$ cat src/rtl/uart_rx_pkg.sv
// Shared types and constants for the UART receive sequencer and its sampler.
package uart_rx_pkg;

   typedef enum logic [2:0] {
      ST_IDLE   = 3'd0,
      ST_START  = 3'd1,
      ST_DATA   = 3'd2,
      ST_PARITY = 3'd3,
      ST_STOP   = 3'd4
   } rx_state_t;

   localparam logic [5:0] LP_VOTE_OFS = 6'd2;

   localparam logic [5:0] LP_PRESC_8  = 6'd8;
   localparam logic [5:0] LP_PRESC_16 = 6'd16;
   localparam logic [5:0] LP_PRESC_32 = 6'd32;

   function automatic logic majority3(input logic a, input logic b, input logic c);
      return (a & b) | (a & c) | (b & c);
   endfunction

   function automatic logic presc_legal(input logic [5:0] p);
      return (p == LP_PRESC_8) || (p == LP_PRESC_16) || (p == LP_PRESC_32);
   endfunction

endpackage

$ cat src/rtl/uart_rx_ctrl_data_sampler.sv
// Captures the line on the three edges around mid-bit and presents the
// majority vote, qualified on the edge two past mid.
module data_sampler
   import uart_rx_pkg::*;
(
   input  logic       i_clk,
   input  logic       i_rst,
   input  logic [5:0] i_edge_cnt,
   input  logic [5:0] i_presc_q,
   input  logic       i_rx_in,
   output logic       o_samp_bit,
   output logic       o_samp_vld
);

   logic [5:0] w_mid;
   logic [2:0] r_samp;

   assign w_mid = i_presc_q >> 1'b1;

   // capture RX_IN at mid-1, mid and mid+1
   always_ff @(posedge i_clk) begin
      if (i_rst) begin
         r_samp <= 3'b000;
      end else if (i_edge_cnt == (w_mid - 6'd1)) begin
         r_samp[0] <= i_rx_in;
      end else if (i_edge_cnt == w_mid) begin
         r_samp[1] <= i_rx_in;
      end else if (i_edge_cnt == (w_mid + 6'd1)) begin
         r_samp[2] <= i_rx_in;
      end else begin
         r_samp <= r_samp;
      end
   end

   assign o_samp_vld = (i_edge_cnt == (w_mid + LP_VOTE_OFS));
   assign o_samp_bit = majority3(r_samp[0], r_samp[1], r_samp[2]);

endmodule

$ cat src/rtl/uart_rx_ctrl.sv
// UART receive sequencer: walks start/data/parity/stop using the external
// edge/bit counter, deserializes LSB-first and reports one result per frame.
module uart_rx_ctrl
   import uart_rx_pkg::*;
#(
   parameter int DATA_WIDTH = 8
) (
   input  logic                  CLK,
   input  logic                  RST,
   input  logic                  RX_IN,
   input  logic                  PAR_EN,
   input  logic                  PAR_TYP,
   input  logic [5:0]            Prescale,
   input  logic [5:0]            edge_cnt,
   input  logic [3:0]            bit_cnt,
   output logic                  cnt_enable,
   output logic [DATA_WIDTH-1:0] P_DATA,
   output logic                  data_valid,
   output logic                  par_err,
   output logic                  stp_err,
   output logic                  strt_glitch,
   output logic                  busy
);

   localparam logic [3:0] LP_LAST_BIT = 4'(DATA_WIDTH);

   rx_state_t             r_state;
   logic [DATA_WIDTH-1:0] r_shreg;
   logic                  r_xor;
   logic                  r_par_fail;
   logic [5:0]            r_presc_q;
   logic                  w_samp_bit;
   logic                  w_samp_vld;
   logic                  w_end_edge;

   data_sampler u_data_sampler (
      .i_clk      (CLK),
      .i_rst      (RST),
      .i_edge_cnt (edge_cnt),
      .i_presc_q  (r_presc_q),
      .i_rx_in    (RX_IN),
      .o_samp_bit (w_samp_bit),
      .o_samp_vld (w_samp_vld)
   );

   assign w_end_edge = (edge_cnt == (r_presc_q - 6'd1));

   // frame FSM with registered enable, busy, data and result pulses
   always_ff @(posedge CLK) begin
      if (RST) begin
         r_state     <= ST_IDLE;
         r_shreg     <= '0;
         r_xor       <= 1'b0;
         r_par_fail  <= 1'b0;
         r_presc_q   <= 6'd0;
         cnt_enable  <= 1'b0;
         busy        <= 1'b0;
         P_DATA      <= '0;
         data_valid  <= 1'b0;
         par_err     <= 1'b0;
         stp_err     <= 1'b0;
         strt_glitch <= 1'b0;
      end else begin
         data_valid  <= 1'b0;
         par_err     <= 1'b0;
         stp_err     <= 1'b0;
         strt_glitch <= 1'b0;
         case (r_state)
            ST_IDLE: begin
               if (!RX_IN) begin
                  r_state    <= ST_START;
                  cnt_enable <= 1'b1;
                  busy       <= 1'b1;
                  r_xor      <= 1'b0;
                  r_par_fail <= 1'b0;
                  // an out-of-range ratio falls back to 16 rather than a broken decode
                  r_presc_q  <= presc_legal(Prescale) ? Prescale : LP_PRESC_16;
               end else begin
                  cnt_enable <= 1'b0;
                  busy       <= 1'b0;
               end
            end
            ST_START: begin
               if (w_samp_vld && w_samp_bit) begin
                  strt_glitch <= 1'b1;
                  r_state     <= ST_IDLE;
                  cnt_enable  <= 1'b0;
                  busy        <= 1'b0;
               end else if (w_end_edge) begin
                  r_state <= ST_DATA;
               end else begin
                  r_state <= ST_START;
               end
            end
            ST_DATA: begin
               if (w_samp_vld) begin
                  r_shreg <= {w_samp_bit, r_shreg[DATA_WIDTH-1:1]};
                  r_xor   <= r_xor ^ w_samp_bit;
               end else begin
                  r_shreg <= r_shreg;
               end
               if (w_end_edge && (bit_cnt == LP_LAST_BIT)) begin
                  r_state <= PAR_EN ? ST_PARITY : ST_STOP;
               end else begin
                  r_state <= ST_DATA;
               end
            end
            ST_PARITY: begin
               if (w_samp_vld) begin
                  r_par_fail <= ((r_xor ^ PAR_TYP) != w_samp_bit);
               end else begin
                  r_par_fail <= r_par_fail;
               end
               r_state <= w_end_edge ? ST_STOP : ST_PARITY;
            end
            ST_STOP: begin
               // leave at the vote edge so the next start bit can be caught with no gap
               if (w_samp_vld) begin
                  if (!w_samp_bit) begin
                     stp_err <= 1'b1;
                  end else if (r_par_fail) begin
                     par_err <= 1'b1;
                  end else begin
                     P_DATA     <= r_shreg;
                     data_valid <= 1'b1;
                  end
                  r_state    <= ST_IDLE;
                  cnt_enable <= 1'b0;
                  busy       <= 1'b0;
               end else begin
                  r_state <= ST_STOP;
               end
            end
            default: begin
               r_state    <= ST_IDLE;
               cnt_enable <= 1'b0;
               busy       <= 1'b0;
            end
         endcase
      end
   end

endmodule

$ cat config.mk
export PLATFORM = sky130hd
export DESIGN_NAME = uart_rx_ctrl
export DESIGN_NICKNAME = d
export VERILOG_FILES = /design/src/rtl/uart_rx_pkg.sv /design/src/rtl/uart_rx_ctrl_data_sampler.sv /design/src/rtl/uart_rx_ctrl.sv
export SDC_FILE = /design/constraint.sdc
export NUM_CORES = 1
export LEC_CHECK = 0
export BUFFER_PORTS_ARGS = -buffer_cell sky130_fd_sc_hd__buf_2
export CAP_MARGIN = 20
export CORE_ASPECT_RATIO = 1.75
export CORE_MARGIN = 5
export CORE_UTILIZATION = 59
export DETAILED_ROUTE_END_ITERATION = 7
export PLACE_DENSITY = 0.95
export SLEW_MARGIN = 20
export SYNTH_ARGS = -nofsm -noshare
export SYNTH_HDL_FRONTEND = slang
export SYNTH_SLANG_ARGS = --single-unit
$ cat constraint.sdc
create_clock -name CLK -period 4.05 [get_ports CLK]
set_input_delay 0.405 -clock CLK [delete_from_list [all_inputs] [get_ports CLK]]
set_output_delay 0.405 -clock CLK [all_outputs]
set_load 0.005 [all_outputs]
==> impl_results.md <==
- Status: finished, final reports clean
- Total wire length: 4227 µm
- CTS tree: built
- Gr ovfl total: 0
- Via count: around 1700
- Final hold violation count: 0
- Fmax: 0.3792 GHz
- DIE HEIGHT: 85.97 µm
- H-Tree Depth: 2
- FF-to-FF Start: r_presc_q[2]$_SDFFE_PP0P_
- NetSw: 0.0001588 W
- Largest net degree at the start of global routing: 35
- Worst setup EP type: register
- Seq pwr share: 0.541
- Clock insertion delay at the later pin of the skew report: around 280 ps
- Clock Sink Count: 35
- Synthesized Nets: roughly 250
- Fin worst setup slack: about 1400 ps
- Critical path peak fanout: 9
- RSZ-0062 raised after global routing: no
- Post-CTS resize count: 0
- Rel. slew slack: 0.5322
- CTS Buffer Depth: 2
- Starting Density: 0.6127
- Vias in the first global route: 1712
- Postcts setup bufs: 0
- DR vias/cell: between 5 and 6
- Synth top area share: 0.3601
- Critical Path RT: 4200 ps
- WHS: between 400 and 500 ps
- Clock network power share: 0.342
- Synth-to-layout area growth: 12.03%
- Full die area: 0.004591 mm²
- Most frequent cell after synthesis: dfxtp_1
- Total Routing Usage GR: 0.2133
- Crit path to: P_DATA[6]$_SDFFE_PP0P_
- Initial antenna violation count: 0
- Pint: 0.0004941 W
- I/O pins: 35
- R2r worst-path depth: 7
- # diodes: 0
- #FFs+latches synth: 35
- Register area share after synthesis: 0.3601
- Slew Limit Fails: 0
- Worst Hold Class: input port to register
- Synth area leader: dfxtp_1
- Site Rows: 27
- Worst setup SP type: register
- Clock skew after layout: 6.584 ps
- Peak VDD IR: 288.0 µV
- Async set-or-reset flop fraction in the synthesized netlist: 0
- DRC viols: 0
- Cts bufs inserted: 5
- Tot Pwr: approximately 0.00065 W
- Share of total power in combinational logic: 0.117
- Syn_area_per_cell: ~8.8 µm²
- Main flop type after synthesis: dfxtp_1
- Dpl hpwl: 3290 µm
- First-pass GRT wire length: 7327 µm
- Cell Area, Synth: 0.001946 mm²
- Max cap viols: 0
- Initial DRC Count: 72
- EDFF count, synth: 0
- Root buf cell: clkbuf_8
- Dominant cells by area after synthesis: dfxtp_1, mux2i_1, xor2_1, nor2_1, xnor2_1
- Worst-Margin Slew: 695.3 ps
- Leakage power: between 1 and 1.5 nW
- Setup TNS: 0 ps
- Crit path kind: register to register
- Switching part of the total: 0.2432
- Final net count: 279
- Layout cells sized above 1: 0.1920
- CP startpoint: r_presc_q[2]$_SDFFE_PP0P_
- Worst R2R Setup Slack: 1410 ps
- Core area: 0.003176 mm²
- Arr. time, crit path: between 2000 and 3000 ps
- Pwr per Cell Area: 299.5 mW/mm²
- Final ANT Viol Nets: 0
- Crit Reg-Reg Endpoint: P_DATA[6]$_SDFFE_PP0P_
- Final setup vio count: 0
- 1st-pass router iterations: 4
- Top cells by count, synth: dfxtp_1, nor2_1, mux2i_1
- Min Tclk post-route: 2637 ps
- Clk pin slew, worst setup/hold paths: 60 ps
- DIE WIDTH: 53.41 µm
- Gpl congestion: 0.8978
- Synth warnings: 0
- Dpl ws: roughly 1400 ps
- IO buf count: 34
- Final period util: 0.6512
- Post-synthesis cell type count: 46
- Hold_buf cts: 0
- Drt wl/cell: 14.43 µm
- Gate Count Post-Synth: 220
## area by class of cell
class / count / area, µm²
sequential: 35 / 700.7
inverter: 11 / 41.29
clock buffer: 6 / 72.57
timing repair buffer: 34 / 170.2
multi-input combinational: 164 / 1141
tap: 43 / 53.80
fill: 282 / 996.0
## power by group through the flow
stage	combinational [W]	clock, W	sequential, W
CTS	0.0000762	0.000231	0.000353
global placement	0.0000738	0	0.000360
detailed placement	0.0000755	0	0.000361
global route	0.0000842	0.000250	0.000353
finish	0.0000762	0.000224	0.000353
floorplan	0.0000560	0	0.000357
## metrics by stage
stage / utilization / cells / cell area (µm²)
finish: 0.6864 / 293 / 2180
global route: 0.6864 / 293 / 2180
CTS: 0.6864 / 293 / 2180
detailed placement: 0.6635 / 287 / 2107
global placement: 0.6635 / 287 / 2107
floorplan: - / 220 / 1946
## placed cells by master, fill, tap and decap left out, drive strengths merged, types with 2 or more instances in the layout
master,n
a211oi,2
a21oi,6
a31oi,3
a32oi,2
and3,2
buf,34
clkbuf,6
dfxtp,35
ha,7
inv,11
mux2i,18
nand2,13
nand2b,5
nand3,8
nand4,3
nor2,31
nor3,6
nor3b,2
nor4,4
o211ai,2
o21ai,4
or2,2
or3,3
xnor2,11
xor2,16
## worst min-delay path by stage
stage,start,to,slack [ps],depth (start not counted)
global placement,r_shreg[7]$_SDFFE_PP0P_,r_shreg[7]$_SDFFE_PP0P_,470,2
detailed placement,r_shreg[7]$_SDFFE_PP0P_,r_shreg[7]$_SDFFE_PP0P_,490,2
floorplan,r_shreg[7]$_SDFFE_PP0P_,r_shreg[7]$_SDFFE_PP0P_,450,2
CTS,Prescale[5],r_presc_q[5]$_SDFFE_PP0P_,430,3
global route,Prescale[5],r_presc_q[5]$_SDFFE_PP0P_,440,3
finish,Prescale[5],r_presc_q[5]$_SDFFE_PP0P_,430,3
## logic make-up (layout without fill, tap and decap cells)
group | Yosys count | after routing | share of synthesized area
simple gates | 84 | 84 | 0.2238
buf+inv | 21 | 51 | 0.05338
fa+ha+maj | 8 | 8 | 0.05016
compound gates | 27 | 27 | 0.09454
flops | 35 | 35 | 0.3601
mux | 18 | 18 | 0.09260
xor+xnor | 27 | 27 | 0.1254
## sequential cells by signal, summed over array words and instances, names as in the netlist
signal,count
r_par_fail,1
stp_err,1
r_shreg,8
par_err,1
busy,1
strt_glitch,1
P_DATA,8
data_valid,1
r_state,3
u_data_sampler.r_samp,3
r_presc_q,6
r_xor,1
## routing by layer
metal  GRT usage  part of all wire
met2      0.3922              0.55
met1      0.2035              0.35
met3     0.04348             0.048
met5           0                 0
met4      0.1279             0.053
## critical path, stage by stage (launching register included)
cell and delay [ps]:
dfxtp_1 460, inv_1 160, ha_1 330, xor2_1 190
nor4_4 490, nand3_1 510, mux2i_1 300, nor2_1 60
Power figures use the tool's default switching activity.
